[src/rtl/vector_scan_encoder.sv]
// Pops set bits of a request vector one per output handshake, LSB first, and emits each index.
// Optional macro VECTOR_SCAN_BYPASS_EN: accept the next vector on the same edge the last bit pops.
module vector_scan_encoder #(
  parameter int unsigned VECTOR_WIDTH = 16,
  localparam int unsigned IDX_WIDTH = $clog2(VECTOR_WIDTH)
) (
  input  logic                    clk,
  input  logic                    rst,
  input  logic                    in_valid,
  output logic                    in_ready,
  input  logic [VECTOR_WIDTH-1:0] in_vec,
  output logic                    out_valid,
  input  logic                    out_ready,
  output logic [IDX_WIDTH-1:0]    out_idx,
  output logic                    out_last,
  output logic                    busy
);

  typedef enum logic {
    S_IDLE  = 1'b0,
    S_DRAIN = 1'b1
  } state_e;

  localparam logic [VECTOR_WIDTH-1:0] ONE = VECTOR_WIDTH'(1);

  state_e                  state_q, state_d;
  logic [VECTOR_WIDTH-1:0] pending_q, pending_d;

  logic [VECTOR_WIDTH-1:0] low_bit;
  logic [VECTOR_WIDTH-1:0] rest;
  logic [IDX_WIDTH-1:0]    enc_idx;
  logic                    single;
  logic                    fire;
  logic                    load;

  // Lowest-set-bit isolation and one-hot to binary encode
  always_comb begin
    low_bit = pending_q & (~pending_q + ONE);
    rest    = pending_q & (pending_q - ONE);
    single  = (pending_q != '0) && (rest == '0);
    enc_idx = '0;
    for (int unsigned i = 0; i < VECTOR_WIDTH; i++) begin
      if (low_bit[i]) begin
        enc_idx = enc_idx | IDX_WIDTH'(i);
      end
    end
  end

  // Handshakes are masked while rst is high so no transfer is reported during reset
  always_comb begin
    out_valid = !rst && (state_q == S_DRAIN);
    fire      = out_valid && out_ready;
`ifdef VECTOR_SCAN_BYPASS_EN
    in_ready  = !rst && ((state_q == S_IDLE) || (fire && single));
`else
    in_ready  = !rst && (state_q == S_IDLE);
`endif
    load      = in_valid && in_ready;
    out_idx   = out_valid ? enc_idx : '0;
    out_last  = out_valid && single;
    busy      = (pending_q != '0);
  end

  // Next-state: pop on fire, a load overrides (bypass case: last bit popped same edge)
  always_comb begin
    pending_d = pending_q;
    state_d   = state_q;
    if (fire) begin
      pending_d = rest;
    end
    if (load) begin
      pending_d = in_vec;
    end
    case (state_q)
      S_IDLE:  state_d = (pending_d != '0) ? S_DRAIN : S_IDLE;
      S_DRAIN: state_d = (pending_d != '0) ? S_DRAIN : S_IDLE;
      default: state_d = S_IDLE;
    endcase
  end

  always_ff @(posedge clk) begin
    if (rst) begin
      state_q   <= S_IDLE;
      pending_q <= '0;
    end else begin
      state_q   <= state_d;
      pending_q <= pending_d;
    end
  end

endmodule

[config.mk]
export PLATFORM = sky130hd
export DESIGN_NAME = vector_scan_encoder
export DESIGN_NICKNAME = d
export VERILOG_FILES = /design/src/rtl/vector_scan_encoder.sv
export SDC_FILE = /design/constraint.sdc
export NUM_CORES = 1
export LEC_CHECK = 0
export ABC_AREA = 1
export ABC_CLOCK_PERIOD_IN_PS = 3900
export BUFFER_PORTS_ARGS = -buffer_cell sky130_fd_sc_hd__buf_2
export CAP_MARGIN = 40
export CORE_ASPECT_RATIO = 0.75
export CORE_MARGIN = 2
export CORE_UTILIZATION = 42
export CTS_CLUSTER_DIAMETER = 40
export DETAILED_ROUTE_END_ITERATION = 10
export PLACE_DENSITY_LB_ADDON = 0.3
export SLEW_MARGIN = 20
export SYNTH_ARGS = -nofsm -noshare
export SYNTH_HDL_FRONTEND = slang
export SYNTH_SLANG_ARGS = --single-unit
export TNS_END_PERCENT = 100
[constraint.sdc]
create_clock -name clk -period 3.9 [get_ports clk]
set_clock_uncertainty 0.1 [all_clocks]
set_input_delay 0.195 -clock clk [delete_from_list [all_inputs] [get_ports clk]]
set_output_delay 0.195 -clock clk [all_outputs]
set_load 0.03 [all_outputs]
### After elaboration in Yosys (flattened, before gate mapping)

Cells that the tools add are included.

| storage, ports and cells | value |
|---|---|
| memories | 0 |
| output and inout port bits | 8 |
| word-level logic and storage cells | 37 |
| latch bits | 0 |
| register bits | 17 |
| ROM bits | 0 |
| RAM bits | 0 |

| operators by class | value |
|---|---|
| bitwise operators | 4 |
| add/subtract/negate cells | 2 |
| mux-type cells | 19 |
| shifts and indexed selects | 0 |
| divide/modulo/power cells | 0 |
| equal/unequal tests | 0 |
| $mul | 0 |
| order comparisons | 0 |
| reductions and logical operators | 10 |

Operator list:

| kind | count |
|---|---|
| $mux 4 | 9 |
| $and 16x16->16 | 2 |
| $mux 16 | 2 |
| $reduce_bool 16->1 | 2 |
| $add 16x1->16 const B | 1 |
| $logic_not 16->1 | 1 |
| $not 16->16 | 1 |
| $sub 16x1->16 const B | 1 |
| $mux 3 | 4 |
| $logic_and 1x1->1 | 6 |
| $mux 2 | 2 |
| $mux 1 | 2 |
| $logic_not 1->1 | 1 |
| $not 1->1 | 1 |

### Longest topological paths before layout

Gate-level depths: netlist of the first run.

| depth | value |
|---|---|
| word-level depth | 19 |
| gate-level depth with buffers | 13 |

### Least setup slack after synthesis of the first run

No wires, ideal clock.

| timing path | value |
|---|---|
| path kind | register to output |
| start | register pending_q[5] |
| end | output out_last |
| stages on the path, launching flop included | 9 |
| path buffers | 0 |
| path slack | 1.993 ns |
| data required time | 3.605 ns |
| data arrival time | 1.612 ns |
| cells stage by stage | dfxtp_1 > nor2_2 > nand2_1 > nor3_4 > nand4_1 > o21ai_0 > nor2_1 > nand2_1 > nor2_1 |

| on the way | value |
|---|---|
| elaborated cells on any way between the ends | 6 |

RTL lines:

| what | RTL line | text |
|---|---|---|
| from (decl) | 27 | `logic [VECTOR_WIDTH-1:0] pending_q, pending_d;` |
| from (signal assigned) | 87 | `pending_q <= pending_d;` |
| $reduce_bool 16->1 | n/a |  |
| via busy | 16 | `output logic busy` |
| $logic_and 1x1->1 | 40 | `single = (pending_q != '0) && (rest == '0);` |
| $logic_and 1x1->1 | 60 | `out_last = out_valid && single;` |
| to (decl) | 15 | `output logic out_last,` |

The timed path passes the listed nets, and every way through them passes these cells.

### Final worst setup path of the first run

| timing path | value |
|---|---|
| start | register pending_q[2] |
| end | output out_idx[3] |

| on the way | value |
|---|---|
| cells in the longest elaborated chain, start to end | 12 |

Ends and longest elaborated chain:

| what | RTL line | text |
|---|---|---|
| $not 16->16 * | 38 | `low_bit = pending_q & (~pending_q + ONE);` |
| $add 16x1->16 * | 38 |  |
| $and 16x16->16 * | 38 |  |
| $mux 4 (7 in series) | 43 | `if (low_bit[i]) begin` |
| $mux 4 * | 43 |  |
| $mux 4 * | 59 | `out_idx = out_valid ? enc_idx : '0;` |
| to (decl) | 14 | `output logic [IDX_WIDTH-1:0] out_idx,` |

Mark *: on every way between the ends. The rest lies on a longest branch, timed or not.

==> flow_metrics.py, run 1 <==
metrics = {
    "sta": {
        "slew_violations": 0,
        "finalSetupViolCount": 0,
        "fmax_mhz": 475,
        "hold_viol": 0,
        "post-route-period-util": 0.539,
        "fin_crit_ns": 2.10,
        "rsz0062_at_grt": "false",
        "maxSlewHeadroom": 0.750,
        "worst_slack_ns": 1.80,
        "final.setup.tns_ns": 0,
        "tightest_slew_ns": 0.374,
    },
    "logic_synthesis": {
        "yosys.area.top_type_share": 0.236,
        "yosysSeqAreaShare": 0.236,
        "netlist_instances": 248,
        "yosys.area.top_type": "dfxtp_1",
        "netlist_area_um2": 1440,
        "synth_cell_type_count": 31,
        "ys.flop_type": "dfxtp_1",
        "synth.avg_cell_area_um2": 5.81,
        "synth-edff-count": 0,
        "synthArstFlopShare": 0,
        "yosys-top-cells-area": "dfxtp_1 (24%), nand2_1 (20%), nor2_1 (13%)",
        "ys_warn_count": 0,
        "synthesis.nets": 268,
        "ys_seq_elements": 17,
    },
    "setup_path": {
        "arrival_ns": 1.81,
        "cp.required_ns": 3.61,
        "path_class": "register to output port",
        "critPathMaxFanout": 6,
        "cp-start-kind": "register",
        "end_kind": "output port",
    },
    "outcome": {
        "status": "finished, final reports clean",
    },
    "placement": {
        "place_ws_ns": 2.08,
        "post-dp-hpwl_mm": 2.93,
        "gp_congestion": 0.945,
        "placement.io_buffers": 27,
    },
    "clock_network": {
        "cts_buffers": 3,
        "cts-htree-levels": 1,
        "clk_latency_ns": 0.25,
        "cts_tree": "yes",
        "holdBufCountCts": 0,
        "clkTransAtPathRegs_ns": 0.06,
        "clockBufferDepth": 2,
        "cts-root-buf": "clkbuf_8",
        "cts_setup_buffers": 0,
        "cts.sink_count": 17,
        "post_cts_resized": 0,
    },
    "routing": {
        "viasPerCell": 4.96,
        "drc": 0,
        "wirelength_mm": 3.54,
        "antenna_left": 0,
        "vias": 1562,
        "dr.pass1.iters": 4,
        "first_iter_violations": 136,
        "wl_per_cell_um": 11.2,
    },
    "die": {
        "num_rows": 18,
        "pin_count": 28,
        "die_h_um": 54.7,
        "core_area_um2": 3290,
        "initial_core_util": 0.438,
        "fp.dieArea_um2": 3920,
        "dieWidth_um": 71.6,
    },
    "global_routing": {
        "grt_pass1_wl_mm": 6.22,
        "gr-usage-all-layers": 0.203,
        "grt_max_degree": 20,
        "grt_pass1_vias": 1383,
        "overflow": 0,
        "antenna_found_initial": 0,
    },
    "pwr": {
        "power_leakage_nw": 0.842,
        "p_per_area_nw_per_um2": 341,
        "vdd_ir_drop_max_uv": 155,
        "power_mw": 0.555,
    },
    "hold_path": {
        "hp-class": "input port to register",
    },
    "final_layout": {
        "fin_nets": 296,
        "ff_latch_area_um2": 340,
        "synthToLayoutAreaGrowth_pct": 13.1,
        "nFillCells": 353,
        "drive_above_1_share": 0.196,
        "multi_input_area_um2": 937,
        "final_util": 0.495,
        "antenna-diode-count": 0,
    },
    "flow_run": {
        "cap_violations": 0,
    },
}
-- layout make-up --
| type | instances | area share |
|---|---|---|
| multi-input cells | 196 | 0.575 |
| flip-flops and latches | 17 | 0.209 |
| repair buffers | 27 | 0.0829 |
| inverters | 31 | 0.0745 |
| well taps | 40 | 0.0307 |
| clock buffers | 4 | 0.0276 |
-- metal layers --
layer | part of all wire | GRT usage | wire (um) | vias up
met4 | 0.0085 | 0.0472 | 30 | 0
met5 | 0 | 0 | 0 | -
met3 | 0.081 | 0.0239 | 285 | 4
met1 | 0.53 | 0.312 | 1890 | 663
met2 | 0.38 | 0.301 | 1340 | 58
li1 | - | - | - | 837
-- registers in the layout, indices dropped and copies added, names as in the netlist --
name and flops:
pending_q 16, state_q 1
-- cells in the mapped netlist (2+ instances only) --
master	n
nor2_4	5
a31oi_1	3
inv_2	4
or2_1	2
nor3_1	2
inv_1	26
a21oi_1	15
nor2_2	3
nor2_1	49
nand3_2	2
nand2_4	2
o21ai_1	4
buf_6	2
nand4_1	2
nand3_1	11
nand2_2	4
dfxtp_1	17
o21ai_0	7
nand2_1	76
-- worst max-delay path: stages (launching register included) --
cell and delay, ns:
dfxtp_1 0.37, nor2_4 0.19, nand2_4 0.11, inv_2 0.09, nand2_2 0.08, nor2_4 0.12
nand3_2 0.09, nand2_1 0.10, a21oi_1 0.05, a31oi_1 0.13, buf_2 0.22
-- metrics by stage --
| stage | hold slack [ns] | std cells | instance area (um2) |
|---|---|---|---|
| floorplan | 0.263 | 248 | 1440 |
| global placement | 0.376 | 311 | 1580 |
| detailed placement | 0.376 | 311 | 1580 |
| CTS | 0.110 | 315 | 1630 |
| global route | 0.137 | 315 | 1630 |
| finish | 0.112 | 315 | 1630 |
-- layout by cell type, fill, tap and decap left out, types with 2 or more instances in the layout --
cell type  instances
o21ai_1            4
o21ai_0            7
buf_2             27
nand3_2            2
nand2_4            2
nand4_1            2
nand2_1           76
nor3_1             2
clkbuf_8           3
nand2_2            4
nor2_1            49
inv_2              4
a21oi_1           15
or2_1              2
dfxtp_1           17
inv_1             26
nor2_2             3
nand3_1           11
nor2_4             5
a31oi_1            3
-- logic make-up after synthesis --
kind of cell	synth area share
buffers and inverters	0.113
AND/OR/NAND/NOR	0.521
AO/OA/AOI/OAI	0.129
flip-flops	0.236
-- path summary, 6_finish.rpt --
check / slack (ns) / cells after the start / from / to
hold / removal: 0.11 / 3 / in_vec[14] / pending_q[14]$_SDFF_PP0_
setup / recovery: 1.80 / 10 / pending_q[2]$_SDFF_PP0_ / out_idx[3]
setup reg to reg: 2.22 / 10 / pending_q[5]$_SDFF_PP0_ / state_q$_SDFF_PP0_
hold reg to reg: 0.48 / 2 / pending_q[0]$_SDFF_PP0_ / pending_q[0]$_SDFF_PP0_
-- power breakdown --
part	total, mW	internal (mW)	switching (mW)	leakage, nW
clock	0.128	0.0724	0.0560	0.0228
sequential	0.198	0.184	0.0144	0.139
combinational	0.229	0.0789	0.150	0.680
Power figures use the tool's default switching activity.
==> run 2, diff against run 1 <==
ABC_CLOCK_PERIOD_IN_PS = 2000   (was 3900)
clock period = 2 ns   (was 3.9 ns; I/O delays follow)
==> flow_metrics.py, run 2 (synthesis gave the netlist of run 1 again) <==
metrics = {
    "outcome": {
        "status": "finished, violations left",
        "violations": "setup timing",
    },
    "global_routing": {
        "gr-usage-all-layers": 0.208,
        "antenna_found_initial": 0,
        "grtUsageMet1": 0.284,
        "grt-busiest-layer": "met2",
        "grt_max_degree": 20,
        "grt_pass1_wl_mm": 6.28,
        "grt_util_met3": 0.0663,
        "grt_pass1_vias": 1415,
        "overflow": 0,
        "gr-usage-met2": 0.329,
    },
    "setup_path": {
        "critPathMaxFanout": 5,
        "cp.required_ns": 1.80,
        "cp_cell_sequence": "nor2_4 -> nand2_4 -> inv_4 -> nand2_4 -> nor2_4 -> nand3_2 -> buf_4 -> a31oi_1 -> buf_4",
        "cp-start-kind": "register",
        "path_class": "register to output port",
        "arrival_ns": 1.84,
        "cp_slowest_cell": "dfxtp_4",
        "cp_slowest_stage_delay_ns": 0.36,
        "end_kind": "output port",
    },
    "final_layout": {
        "top_register": "pending_q",
        "synthToLayoutAreaGrowth_pct": 20.2,
        "final_cell_mix": "nand2_1 (73), nor2_1 (44), inv_1 (26)",
        "final_common_cell": "nand2_1",
        "final_util": 0.527,
        "layout.cells.non_filler": 321,
        "antenna-diode-count": 0,
        "drive_above_1_share": 0.256,
        "fin_nets": 302,
        "largest_reg_flops": 16,
        "reg.largest.list": "pending_q (16), state_q (1)",
    },
    "clock_network": {
        "cts-htree-levels": 1,
        "cts.sink_count": 17,
        "cts_buffers": 3,
        "holdBufCountCts": 0,
        "clkTransAtPathRegs_ns": 0.08,
        "clk_latency_ns": 0.26,
        "cts-root-buf": "clkbuf_8",
        "cts_tree": "yes",
        "clockBufferDepth": 2,
    },
    "sta": {
        "worst_slack_ns": -0.0395,
        "fin_hold_ws_ns": 0.0160,
        "fin_crit_ns": 2.04,
        "hold_viol": 0,
        "rsz0062_at_grt": "true",
        "maxSlewHeadroom": 0.747,
        "finalSetupViolCount": 2,
        "tightest_slew_ns": 0.380,
        "fmax_mhz": 490,
        "post-route-period-util": 1.02,
        "slew_violations": 0,
    },
    "die": {
        "pin_count": 28,
        "die_h_um": 54.7,
        "initial_core_util": 0.438,
        "num_rows": 18,
        "dieWidth_um": 71.6,
        "core_area_um2": 3290,
        "fp.dieArea_um2": 3920,
    },
    "pwr": {
        "p_comb_frac": 0.432,
        "switching_share": 0.413,
        "p_seq_frac": 0.334,
        "p_per_area_nw_per_um2": 669,
        "power_mw": 1.16,
        "vdd_ir_drop_max_uv": 497,
        "p_int_mw": 0.681,
        "clockPowerShare": 0.234,
        "p_sw_mw": 0.478,
        "power_leakage_nw": 0.876,
    },
    "placement": {
        "placement.io_buffers": 27,
        "gp_congestion": 0.963,
        "post-dp-hpwl_mm": 2.97,
        "placedCellCount": 311,
        "place_ws_ns": 0.289,
    },
    "hold_path": {
        "hp-class": "input port to register",
    },
    "routing": {
        "dr.pass1.iters": 4,
        "vias": 1638,
        "drc": 0,
        "antenna_left": 0,
        "wl_per_cell_um": 12.2,
        "viasPerCell": 5.10,
        "wirelength_mm": 3.90,
        "first_iter_violations": 145,
    },
    "flow_run": {
        "cap_violations": 0,
    },
}
## run 2: changes by cell type in the layout (fill, tap and decap cells not counted), moves of 2 or more
cell,previous run,this run
nand2_2,4,6
nor2_1,49,44
nand2_1,76,73
buf_2,27,22
buf_4,0,10
nor2_2,3,7
dfxtp_1,17,15
## run 2: timing repair
action | CTS | global route
setup buffers | 0 | 6
endpoints found under the setup margin | 0 | 5
hold endpoints to repair | 0 | 0
gates resized for setup | 0 | 23
## run 2: worst max-delay path, delay by kind of cell (launching register included)
family                 cells  cell delay, ns
AOI/OAI and AO/OA          1            0.18
buffers and inverters      3            0.44
DFF                        1            0.36
and+or+nand+nor            5            0.62
## run 2: final cells by class
class                   instances  area (um2)
multi-input cells             196         971
clock buffers                   3        41.3
fillers                       325        1560
well taps                      40        50.0
clock inverters                 1        7.51
repair buffers                 33         193
flip-flops and latches         17         345
inverters                      31         124
## run 2: per-layer routing
| metal | share of wire | up-vias |
|---|---|---|
| met1 | 0.46 | 698 |
| met4 | 0.0033 | 0 |
| met2 | 0.44 | 85 |
| li1 | - | 853 |
| met5 | 0 | - |
| met3 | 0.10 | 2 |
## run 2: path summary, 6_finish.rpt
kind / slack (ns) / start / cells past startpoint / end
worst max-delay path: -0.04 / pending_q[1]$_SDFF_PP0_ / 9 / out_idx[0]
worst min-delay path: 0.02 / in_vec[12] / 3 / pending_q[12]$_SDFF_PP0_
worst max register to register: 0.26 / pending_q[1]$_SDFF_PP0_ / 11 / state_q$_SDFF_PP0_
worst min register to register: 0.48 / pending_q[0]$_SDFF_PP0_ / 2 / pending_q[0]$_SDFF_PP0_
## run 2: power by group through the flow
stage / Combinational, mW / Sequential [mW] / Clock (mW)
2_1_floorplan: 0.355 / 0.386 / 0
4_1_cts: 0.451 / 0.384 / 0.273
3_3_place_gp: 0.449 / 0.393 / 0
6_report: 0.501 / 0.387 / 0.271
3_5_place_dp: 0.448 / 0.392 / 0
5_1_grt: 0.557 / 0.390 / 0.289
## run 2: per-stage QoR
step / cell area (um2) / TNS (ns)
floorplan: 1440 / 0
global placement: 1580 / 0
detailed placement: 1580 / 0
CTS: 1630 / 0
global route: 1730 / -0.332
finish: 1730 / -0.0430
==> run 3, diff against run 2 <==
ABC_CLOCK_PERIOD_IN_PS = default   (was 2000)
BUFFER_PORTS_ARGS = default   (was -buffer_cell sky130_fd_sc_hd__buf_2)
DONT_BUFFER_PORTS = 1   (was default)
HOLD_SLACK_MARGIN = 0.08   (was default)
==> flow_metrics.py, run 3 (synthesis gave the netlist of run 1 again) <==
metrics = {
    "outcome": {
        "status": "finished, final reports clean",
    },
    "setup_path": {
        "crit_path_end": "out_last",
        "path_class": "register to output port",
        "r2r_slack_ns": 0.13,
        "cp_slowest_stage_delay_ns": 0.36,
        "critPathMaxFanout": 5,
        "reg2reg_from": "pending_q[7]$_SDFF_PP0_",
        "cp.required_ns": 1.80,
        "cp-start-kind": "register",
        "arrival_ns": 1.76,
        "end_kind": "output port",
        "cp_slowest_cell": "dfxtp_4",
        "r2r_end": "pending_q[10]$_SDFF_PP0_",
        "critical_path.startpoint": "pending_q[1]$_SDFF_PP0_",
        "cp_cell_sequence": "nor2_4 -> nand2_2 -> inv_2 -> nand2_1 -> nor2_2 -> o221ai_1 -> nor2_1 -> nand2_1 -> nor2_1 -> buf_4",
        "reg2reg_depth": 7,
    },
    "sta": {
        "worst_slack_ns": 0.0428,
        "post-route-period-util": 0.979,
        "maxSlewHeadroom": 0.578,
        "fin_crit_ns": 1.96,
        "hold_viol": 0,
        "finalSetupViolCount": 0,
        "tightest_slew_ns": 0.631,
        "fin_hold_ws_ns": 0.0833,
        "rsz0062_at_grt": "true",
        "fmax_mhz": 511,
        "slew_violations": 0,
    },
    "pwr": {
        "power_leakage_nw": 0.859,
        "vdd_ir_drop_max_uv": 414,
        "p_per_area_nw_per_um2": 643,
    },
    "clock_network": {
        "clockBufferDepth": 2,
        "cts-htree-levels": 1,
        "clk_latency_ns": 0.25,
        "cts_buffers": 3,
        "cts-root-buf": "clkbuf_8",
        "cts_tree": "yes",
        "cts.sink_count": 17,
        "clkTransAtPathRegs_ns": 0.07,
    },
    "routing": {
        "dr.pass1.iters": 4,
        "vias": 1612,
        "wl_per_cell_um": 12.0,
        "drc": 0,
        "wirelength_mm": 3.78,
        "viasPerCell": 5.12,
        "antenna_left": 0,
        "first_iter_violations": 118,
    },
    "global_routing": {
        "gr-usage-all-layers": 0.206,
        "grt_pass1_wl_mm": 6.27,
        "overflow": 0,
        "grt_pass1_vias": 1383,
        "grt_max_degree": 20,
        "antenna_found_initial": 0,
    },
    "placement": {
        "place_ws_ns": 0.309,
        "post-dp-hpwl_mm": 2.92,
        "gp_congestion": 0.974,
        "placement.io_buffers": 0,
    },
    "final_layout": {
        "reg.largest.list": "pending_q (16), state_q (1)",
        "final_common_cell": "nand2_1",
        "drive_above_1_share": 0.171,
        "fin_nets": 296,
        "largest_reg_flops": 16,
        "synthToLayoutAreaGrowth_pct": 23.3,
        "top_register": "pending_q",
        "antenna-diode-count": 0,
        "final_cell_mix": "nand2_1 (73), nor2_1 (45), inv_1 (26)",
    },
    "die": {
        "initial_core_util": 0.438,
        "pin_count": 28,
        "core_area_um2": 3290,
        "dieWidth_um": 71.6,
        "num_rows": 18,
        "die_h_um": 54.7,
        "fp.dieArea_um2": 3920,
    },
    "flow_run": {
        "cap_violations": 0,
    },
    "hold_path": {
        "hold_depth": 3,
        "hp-class": "input port to register",
    },
}
-- run 3: routing by layer --
layer / vias up / track usage / share of wire
met2: 73 / 0.304 / 0.41
met5: - / 0 / 0
met4: 0 / 0.0723 / 0.016
met1: 687 / 0.307 / 0.49
li1: 844 / - / -
met3: 8 / 0.0276 / 0.083
-- run 3: worst min-delay path by stage --
| stage | from | slack (ns) | end |
|---|---|---|---|
| floorplan | in_vec[10] | 0.17 | pending_q[10]$_SDFF_PP0_ |
| global placement | rst | 0.07 | pending_q[4]$_SDFF_PP0_ |
| detailed placement | rst | 0.07 | pending_q[10]$_SDFF_PP0_ |
| CTS | in_valid | 0.09 | pending_q[0]$_SDFF_PP0_ |
| global route | in_valid | 0.11 | pending_q[8]$_SDFF_PP0_ |
| finish | in_valid | 0.08 | pending_q[0]$_SDFF_PP0_ |
-- run 3: report_power, final --
part | total, mW | switching [mW] | internal (mW)
registers | 0.386 | 0.0285 | 0.358
logic | 0.493 | 0.308 | 0.185
clock network | 0.262 | 0.121 | 0.141
-- run 3: what timing repair did --
item	in CTS	in global routing
buffers inserted	0	3
gates resized for setup	0	14
endpoints found under the hold margin	17	0
hold buffers	17	0
setup endpoints to repair	0	5
-- run 3: final cells by class --
class,count,area [um2]
fillers,320,1510
multi-input cells,196,965
flip-flops and latches,17,347
repair buffers,27,245
inverters,31,124
well taps,40,50.0
clock buffers,4,45.0
-- run 3: through the flow --
stage | util | setup TNS (ns) | power, mW | area (um2) | instances
6_report | 0.540 | 0 | 1.14 | 1780 | 315
5_1_grt | 0.540 | -0.219 | 1.22 | 1780 | 315
4_1_cts | 0.522 | 0 | 1.11 | 1720 | 312
3_5_place_dp | 0.457 | 0 | 0.823 | 1500 | 291
3_3_place_gp | 0.457 | 0 | 0.824 | 1500 | 291
2_1_floorplan | - | 0 | 0.740 | 1440 | 248
-- run 3: critical path, delay by kind of cell (launching register included) --
kind                   cells  cell delay (ns)
and+or+nand+nor            7             0.79
DFF                        1             0.36
buffers and inverters      2             0.23
AOI/OAI and AO/OA          1             0.11
